===== config.mk =====
export PLATFORM = sky130hd
export DESIGN_NAME = predict_ctrl
export DESIGN_NICKNAME = d
export VERILOG_FILES = /design/src/rtl/predict_pkg.sv /design/src/rtl/predict_upd_fifo.sv /design/src/rtl/predict_ctrl.sv
export SDC_FILE = /design/constraint.sdc
export NUM_CORES = 1
export LEC_CHECK = 0
export BUFFER_PORTS_ARGS = -buffer_cell sky130_fd_sc_hd__clkbuf_2
export CAP_MARGIN = 20
export CORE_UTILIZATION = 50
export CTS_CLUSTER_SIZE = 20
export DETAILED_ROUTE_END_ITERATION = 10
export PLACE_DENSITY_LB_ADDON = 0.08
export SETUP_SLACK_MARGIN = 0.02
export SLEW_MARGIN = 20
export SYNTH_ARGS = -nofsm -noshare
export SYNTH_HDL_FRONTEND = slang
export SYNTH_HIERARCHICAL = 1
export SYNTH_SLANG_ARGS = --single-unit

===== constraint.sdc =====
create_clock -name clk_i -period 4.6 [get_ports clk_i]
set_input_delay 0.92 -clock clk_i [delete_from_list [all_inputs] [get_ports clk_i]]
set_output_delay 0.92 -clock clk_i [all_outputs]
set_load 0.02 [all_outputs]

===== src/rtl/predict_pkg.sv =====
// Shared types for the branch-target table write sequencer.
package predict_pkg;

   localparam int IDX_W = 12;
   localparam int XLEN  = 32;

   typedef struct packed {
      logic [IDX_W-1:0] idx;
      logic [XLEN-1:0]  target;
      logic             taken;
   } pred_upd_t;

   typedef enum logic {
      SWEEP = 1'b0,
      RUN   = 1'b1
   } ctrl_state_e;

endpackage


===== src/rtl/predict_upd_fifo.sv =====
// Pending-update FIFO; a push whose idx hits a queued entry that is
// not leaving this cycle rewrites that entry instead of allocating.
module predict_upd_fifo
   import predict_pkg::*;
#(
   parameter int DEPTH = 4
) (
   input  logic      clk_i,
   input  logic      rst_ni,
   input  logic      i_push,
   input  logic      i_pop,
   input  logic      i_clr,
   input  pred_upd_t i_data,
   output pred_upd_t o_head,
   output logic      o_full,
   output logic      o_empty
);

   localparam int AW = $clog2(DEPTH);

   pred_upd_t     r_mem [DEPTH];
   logic [AW-1:0] r_rd;
   logic [AW-1:0] r_wr;
   logic [AW:0]   r_cnt;

   logic          w_hit;
   logic [AW-1:0] w_hit_idx;
   logic          w_new;

   always_comb begin
      w_hit     = 1'b0;
      w_hit_idx = '0;
      for (int i = DEPTH - 1; i >= 0; i--) begin
         logic [AW-1:0] w_off;
         w_off = AW'(i) - r_rd;
         if (({1'b0, w_off} < r_cnt) &&
             (r_mem[i].idx == i_data.idx) &&
             !(i_pop && (AW'(i) == r_rd))) begin
            w_hit     = 1'b1;
            w_hit_idx = AW'(i);
         end
      end
   end

   assign w_new   = i_push && !w_hit;
   assign o_head  = r_mem[r_rd];
   assign o_full  = (r_cnt == (AW+1)'(DEPTH));
   assign o_empty = (r_cnt == '0);

   always_ff @(posedge clk_i or negedge rst_ni) begin
      if (!rst_ni) begin
         r_rd  <= '0;
         r_wr  <= '0;
         r_cnt <= '0;
         for (int i = 0; i < DEPTH; i++) r_mem[i] <= '0;
      end else if (i_clr) begin
         r_rd  <= '0;
         r_wr  <= '0;
         r_cnt <= '0;
      end else begin
         if (i_push && w_hit) begin
            r_mem[w_hit_idx].target <= i_data.target;
            r_mem[w_hit_idx].taken  <= i_data.taken;
         end
         if (w_new) begin
            r_mem[r_wr] <= i_data;
            r_wr        <= r_wr + AW'(1);
         end
         if (i_pop) r_rd <= r_rd + AW'(1);
         r_cnt <= r_cnt + {{AW{1'b0}}, w_new}
                        - {{AW{1'b0}}, i_pop};
      end
   end

endmodule


===== src/rtl/predict_ctrl.sv =====
// Write-port sequencer for the branch-target table: invalidate sweep
// after reset/flush, then drains buffered Execute updates.
module predict_ctrl
   import predict_pkg::*;
#(
   parameter int FIFO_DEPTH = 4
) (
   input  logic             clk_i,
   input  logic             rst_ni,
   input  logic             upd_valid_i,
   output logic             upd_ready_o,
   input  logic [IDX_W-1:0] upd_idx_i,
   input  logic [XLEN-1:0]  upd_target_i,
   input  logic             upd_taken_i,
   input  logic             flush_req_i,
   output logic             flush_busy_o,
   output logic             flush_done_o,
   output logic             pred_en_o,
   output logic             wr_en_o,
   output logic [IDX_W-1:0] wr_idx_o,
   output logic [XLEN-1:0]  wr_target_o,
   output logic             wr_valid_o,
   output logic [15:0]      drop_cnt_o
);

   localparam logic [IDX_W:0] CNT_ONE = {{IDX_W{1'b0}}, 1'b1};

   ctrl_state_e      r_state;
   logic [IDX_W:0]   r_cnt;
   logic             r_wr_en;
   logic [IDX_W-1:0] r_wr_idx;
   logic [XLEN-1:0]  r_wr_target;
   logic             r_wr_valid;
   logic             r_done;
   logic             r_pred_en;
   logic [15:0]      r_drop;

   logic      w_run;
   logic      w_full;
   logic      w_empty;
   logic      w_pop;
   logic      w_push;
   logic      w_clr;
   logic      w_drop;
   pred_upd_t w_upd;
   pred_upd_t w_head;

   assign w_run  = (r_state == RUN);
   assign w_upd  = {upd_idx_i, upd_target_i, upd_taken_i};
   assign w_pop  = w_run && !w_empty;
   assign w_clr  = w_run && flush_req_i;
   assign w_push = upd_valid_i && upd_ready_o && !flush_req_i;
   assign w_drop = upd_valid_i && !upd_ready_o;

   predict_upd_fifo #(
      .DEPTH (FIFO_DEPTH)
   ) u_fifo (
      .clk_i   (clk_i),
      .rst_ni  (rst_ni),
      .i_push  (w_push),
      .i_pop   (w_pop),
      .i_clr   (w_clr),
      .i_data  (w_upd),
      .o_head  (w_head),
      .o_full  (w_full),
      .o_empty (w_empty)
   );

   // Counter carries one extra bit so the completion cycle follows the last write.
   always_ff @(posedge clk_i or negedge rst_ni) begin
      if (!rst_ni) begin
         r_state     <= SWEEP;
         r_cnt       <= '0;
         r_wr_en     <= 1'b0;
         r_wr_idx    <= '0;
         r_wr_target <= '0;
         r_wr_valid  <= 1'b0;
         r_done      <= 1'b0;
         r_pred_en   <= 1'b0;
         r_drop      <= '0;
      end else begin
         r_done  <= 1'b0;
         r_wr_en <= 1'b0;
         if (w_drop && (r_drop != 16'hFFFF)) r_drop <= r_drop + 16'd1;
         unique case (r_state)
            SWEEP: begin
               if (r_cnt[IDX_W]) begin
                  r_state   <= RUN;
                  r_done    <= 1'b1;
                  r_pred_en <= 1'b1;
               end else begin
                  r_wr_en     <= 1'b1;
                  r_wr_idx    <= r_cnt[IDX_W-1:0];
                  r_wr_target <= '0;
                  r_wr_valid  <= 1'b0;
                  r_cnt       <= r_cnt + CNT_ONE;
               end
            end
            RUN: begin
               if (w_pop) begin
                  r_wr_en     <= 1'b1;
                  r_wr_idx    <= w_head.idx;
                  r_wr_target <= w_head.target;
                  r_wr_valid  <= w_head.taken;
               end
               if (flush_req_i) begin
                  r_state   <= SWEEP;
                  r_cnt     <= '0;
                  r_pred_en <= 1'b0;
               end
            end
            default: r_state <= SWEEP;
         endcase
      end
   end

   assign upd_ready_o  = w_run && !w_full;
   assign flush_busy_o = (r_state == SWEEP);
   assign flush_done_o = r_done;
   assign pred_en_o    = r_pred_en;
   assign wr_en_o      = r_wr_en;
   assign wr_idx_o     = r_wr_idx;
   assign wr_target_o  = r_wr_target;
   assign wr_valid_o   = r_wr_valid;
   assign drop_cnt_o   = r_drop;

endmodule

### Word level (Yosys, flattened, before mapping)

Cells that the tools add are included.

* register bits: 265
* input port bits: 49
* output and inout bits: 66

* $add $sub $neg: 10
* $lt $le $gt $ge: 9
* equal/unequal tests: 13
* multiplexer cells: 50
* bitwise gates (word level): 4
* reduce and logical (&&, ||, !) cells: 39

Operators by type and width (count)
* 180-bit bitwise mux: 3
* 180-bit 2-to-1 mux: 3
* 45-bit demux with 2-bit select: 3
* 45-bit 2-to-1 mux: 3
* 45-bit binary-select mux with 2-bit select: 1
* 32-bit 2-to-1 mux: 2
* 32-bit case mux with 2 select lines: 1
* 12-bit == test: 4
* 33-bit 2-to-1 mux: 1
* 13-bit 2-to-1 mux: 2
* 13-bit case mux with 2 select lines: 1
* 12-bit 2-to-1 mux: 2
* 12-bit case mux with 2 select lines: 1
* 1-bit logical AND: 23
* 16-bit by 1-bit adder with 16-bit output (second input constant): 1
* 2-bit 2-to-1 mux: 8
* 16-bit inequality test (second input constant): 1
* 1-bit 2-to-1 mux: 14
* 13-bit by 1-bit adder with 13-bit output (second input constant): 1
* 2-bit by 3-bit < comparator with 1-bit output: 4
* 3-bit >= comparator (second input constant): 3
* 1-bit zero test: 9
* 2-bit inverter with 3-bit output: 3
* 1-bit case mux with 2 select lines: 4
* other kinds (17): 27

### Depth between registers and ports, before layout

* word-level depth: 21
* mapped depth: 19

### By module

Netlist, hierarchy kept.

By module, submodules not included
* predict_upd_fifo: times used 1, cells an instance 751, area an instance 9975.8 sq um, sequential area each 4679.5 sq um
* predict_ctrl: times used 1, cells an instance 292, area an instance 3433.3 sq um, sequential area each 1951.9 sq um

### Least setup slack after synthesis

Ideal clock, no wire load.

* path kind: register to register
* from: reg u_fifo.r_rd[1]
* to: reg u_fifo.r_cnt[2]
* arrival time: 3.857 ns
* path slack: 0.613 ns
* cell stages (with the launch flop): 19
* path buffers: 2
* period minus slack after synthesis: 3.987 ns
* cells stage by stage: dfrtp_1 > clkbuf_1 > clkbuf_1 > inv_1 > ha_1 > ha_1 > a221o_1 > nor4_1 > nand2_1 > and4_1 > inv_1 > ha_1 > inv_1 > ha_1 > inv_1 > fa_1 > xnor2_1 > xnor2_1 > nor2_1

* cells in the longest elaborated chain, start to end: 13
* elaborated cells between the ends (all ways): 37
* those cells by class: 6 x add/sub; 4 x order compare; 3 x eq/ne; 5 x mux; 19 x reduce/logical

RTL lines
* start: declaration: RTL line predict_upd_fifo.sv:22 `logic [AW-1:0] r_rd;`
* start signal: assignment: RTL line predict_upd_fifo.sv:69 `if (i_pop) r_rd <= r_rd + AW'(1);`
* 2-bit subtractor or 2-bit == test (tied branches): RTL line predict_upd_fifo.sv:35, predict_upd_fifo.sv:38
* 2-bit by 3-bit < comparator with 1-bit output or 1-bit logical AND (tied branches): RTL line predict_upd_fifo.sv:36, predict_upd_fifo.sv:38
* 1-bit logical AND or 1-bit zero test (tied branches): RTL line predict_upd_fifo.sv:36, predict_upd_fifo.sv:38
* 1-bit logical AND: RTL line predict_upd_fifo.sv:37 `(r_mem[i].idx == i_data.idx) &&`
* 1-bit 2-to-1 mux (3 in series): RTL line predict_upd_fifo.sv:36 `if (({1'b0, w_off} < r_cnt) &&`
* 1-bit 2-to-1 mux (*): RTL line predict_upd_fifo.sv:36
* 1-bit zero test (*): RTL line predict_upd_fifo.sv:45 `assign w_new = i_push && !w_hit;`
* 1-bit logical AND (*): RTL line predict_upd_fifo.sv:45
* 3-bit by 1-bit adder with 3-bit output (*): RTL line predict_upd_fifo.sv:70 `r_cnt <= r_cnt + {{AW{1'b0}}, w_new}`
* 3-bit by 1-bit subtractor with 3-bit output (*): RTL line predict_upd_fifo.sv:71 `- {{AW{1'b0}}, i_pop};`
* 3-bit 2-to-1 mux (*): RTL line predict_upd_fifo.sv:56 `end else if (i_clr) begin`
* end signal: assignment: RTL line predict_upd_fifo.sv:70
* end: declaration: RTL line predict_upd_fifo.sv:24 `logic [AW:0] r_cnt;`

Every way passes the cells marked *; elsewhere a longest branch is shown, timed or not.
A chain may end at the register's enable or synchronous reset.

### Final worst setup path

* from: reg u_fifo.r_rd[0]
* to: reg u_fifo.r_cnt[2]

Same word-level chain as after synthesis.

==> out/results.ini <==
[run_status]
status = complete, but fails checks
failed_checks = design-rule violations

[power]
leakage_nw = 6.748
fin_total_pwr_mw = 8.043
power_density_nw_per_um2 = 533.2
irDropWorstVdd_mv = 0.2704

[yosys]
ys_warn_count = 6
muxShareOfSynthArea_pct = 22.38
synth_top_area_cell = dfrtp_1
ys_seq_area_share_pct = 49.45
synthAdderAreaFrac_pct = 1.642
synth_edf_count = 0
ys.flop_type = dfrtp_1
netlist_instances = 1043
synth.top_cell.area_share_pct = 49.45
syn_nets = 1109
synth_compound_area_share_pct = 9.471
syn_area_per_cell_sq_um = 12.86
synthArstFlopShare_pct = 100.0
synthXorXnorAreaFrac_pct = 3.975
synth-seq-cells = 265
netlist_area_sq_um = 13410
yosys.area_share.simple_pct = 9.032
synth_top_family_by_area = multiplexers
synth_cell_types = 63
ys_top_cells_by_area = dfrtp_1 49%, mux2_2 10%, mux4_2 7.6%

[global_routing]
antenna_found_initial = 1
gr-usage-all-layers_pct = 22.72
grt_max_degree = 97
grt.overflow.total = 0
grt_pass1_vias = 8975
grt_pass1_wl_um = 50300

[cts]
postCtsHoldBufs = 0
clk_pin_slew_ps = 60
cts_buffers = 29
clk_path_buf_depth = 3
cts-resized-gates = 0
root_buffer = clkbuf_16
cts_max_level = 1
cts_sinks = 265
clk_latency_ps = 540
tritoncts = yes
cts_setup_buffers = 0

[worst_setup_path]
start_kind = flip-flop
cp.arrival_ps = 4220
cpMaxStageDelayCell = nor4_1
cp_max_fo = 8
slowest_delay_ps = 600
criticalPathCategory = flip-flop to flip-flop
critPathRequiredTime_ps = 5020
crit_chain = inv_1 > ha_1 > ha_1 > a221o_1 > nor4_1 > nand2_2 > and4_1 > inv_1 > ha_1 > inv_1 > ha_1 > inv_1 > fa_1 > xnor2_1 > xnor2_1 > nor2_1
worstSetupEndpointType = flip-flop

[timing]
slew_viol_final = 0
setup-violations-final = 0
rsz0062_at_grt = no
worst_pin_slew_ps = 880.2
hold_viol = 0
finClkSkew_ps = 14.84
setup_tns_ps = 0
maxSlewHeadroom_pct = 41.32
min_period_ps = 3799
clock.fmax_mhz = 263.2
fin_crit_sh_pct = 82.59

[drt]
route.detailed.drc = 7
drt_iter0_drc = 469
drt_wl_total_um = 30440
ant_nets = 0
viasPerCell = 5.901
vias = 8727
dr.pass1.iters = 8
wire_per_inst_um = 20.58

[floorplanning]
start_util_pct = 51.17
boundaryPins = 115
core_sq_um = 26210
rows = 59
die-height_um = 165.8
die_area_sq_um = 27480
die_x_um = 165.8

[cells_and_area]
multi_input_area_sq_um = 6266
fin_nets = 1191
register_area_sq_um = 6634
nFillCells = 2170
stdcell_area_sq_um = 15080
num_antenna_cells = 0
drive_gt1_share_pct = 35.31
area_delta_synth_final_pct = 12.49
final_core_util_pct = 57.56

[job]
drv_cap = 0

[placement]
place_area_sq_um = 14180
port_buffers = 114
dp_hpwl_um = 18870
place.gp.congestion = 0.8008

[min_path]
worstHoldPathType = input port to asynchronous set/reset pin

==> through the flow <==
step / worst slack (ps) / std cells / hold WS [ps]
5_1_grt: 595.9 / 1479 / 437.0
4_1_cts: 833.4 / 1479 / 421.8
3_5_place_dp: 684.1 / 1429 / 471.7
3_3_place_gp: 715.6 / 1429 / 461.1
6_report: 800.9 / 1479 / 376.8
2_1_floorplan: 612.7 / 1043 / 463.9
==> flip-flops by register name, summed over array words and instances, names as in the netlist <==
register and flops:
wr_target_o 32, u_fifo/r_wr 2, r_state 1, u_fifo/r_cnt 3, flush_done_o 1, wr_idx_o 12
pred_en_o 1, r_cnt 13, u_fifo/r_mem 180, u_fifo/r_rd 2, drop_cnt_o 16, wr_valid_o 1
wr_en_o 1
==> area by class of cell <==
cell class	count	area share, %
flip-flops and latches	265	43.98
clock inverters	5	0.3567
repair buffers	139	5.342
well taps	335	2.779
multi-input cells	674	41.54
inverters	16	0.3981
clock buffers	45	5.607
==> cell usage in the layout, fill, tap and decap left out, types with 3 or more instances in the layout <==
cell,count
nor2b_1,5
nand2_1,59
clkbuf_2,113
inv_1,16
ha_1,16
and4_1,6
buf_4,22
and3_1,6
nor3_1,7
a22o_1,34
buf_12,3
dfrtp_1,263
and2_1,3
or3_1,33
clkbuf_8,6
mux4_2,45
nor2_1,11
a31oi_1,4
nand4_1,14
clkbuf_16,29
mux2_4,31
mux2_2,120
clkbuf_1,10
nand2b_1,5
a2bb2oi_1,33
a21oi_1,12
nand3_1,46
xor2_1,34
mux2i_1,17
nor4_1,6
clkinv_2,3
xnor2_1,25
and2_2,3
o21ai_0,26
o211ai_1,33
==> power by group <==
part           switching (mW)  internal (mW)
logic                    1.25           1.29
clock network           0.903           1.31
registers               0.434           2.86
==> worst max-delay path, delay by kind of cell, from the launching register on <==
kind / cells / cell delay, ps
AOI/OAI and AO/OA: 1 / 330
xor gates and xnor gates: 2 / 310
adders and majority gates: 5 / 1250
buffers and inverters: 4 / 280
DFF: 1 / 490
and+or+nand+nor: 4 / 1030
==> kinds of logic after synthesis <==
| group | after synthesis |
|---|---|
| muxes | 213 |
| and+or+nand+nor | 221 |
| AOI/OAI and AO/OA | 163 |
| xor gates and xnor gates | 60 |
| DFF | 265 |
| adders and majority gates | 17 |
| buffers and inverters | 104 |
==> synth_stat cells (3+ instances only) <==
cell type,count
o21ai_0,26
nor3_1,7
and4_1,6
nand2_1,60
inv_1,16
nor2b_1,7
buf_6,11
nand4_1,14
dfrtp_1,265
xnor2_1,25
a31oi_1,4
a21oi_1,12
or3_1,33
buf_4,5
clkbuf_1,33
mux2_2,120
ha_1,16
a2bb2oi_1,33
nand2b_1,5
o211ai_1,33
a22o_1,34
and3_1,6
xor2_1,34
and2_1,3
nor2_1,11
and2_2,3
nor4_1,6
mux2_4,31
buf_1,10
mux4_2,45
buf_2,28
mux2i_1,17
nand3_1,46
==> routing by layer <==
| layer | up-vias | track usage, % | wire length (um) |
|---|---|---|---|
| met2 | 164 | 36.57 | 14370 |
| met5 | - | 0 | 13 |
| li1 | 4014 | - | - |
| met1 | 4503 | 32.48 | 14270 |
| met4 | 2 | 6.054 | 735 |
| met3 | 44 | 3.170 | 1049 |
==> worst paths after layout <==
path / startpoint / depth (start not counted) / slack, ps / end
worst max-delay path: u_fifo/r_rd[0] / 16 / 800 / u_fifo/r_cnt[2]
worst min register to register: wr_idx_o[3] / 2 / 480 / wr_idx_o[3]
min in group clk_i: wr_idx_o[3] / 2 / 480 / wr_idx_o[3]
worst min-delay path: rst_ni / 1 / 380 / u_fifo/r_mem[43]
worst max register to register: u_fifo/r_rd[0] / 16 / 800 / u_fifo/r_cnt[2]
max in group asynchronous: rst_ni / 2 / 3230 / drop_cnt_o[14]
No activity file was read; power rests on OpenSTA's default activity.
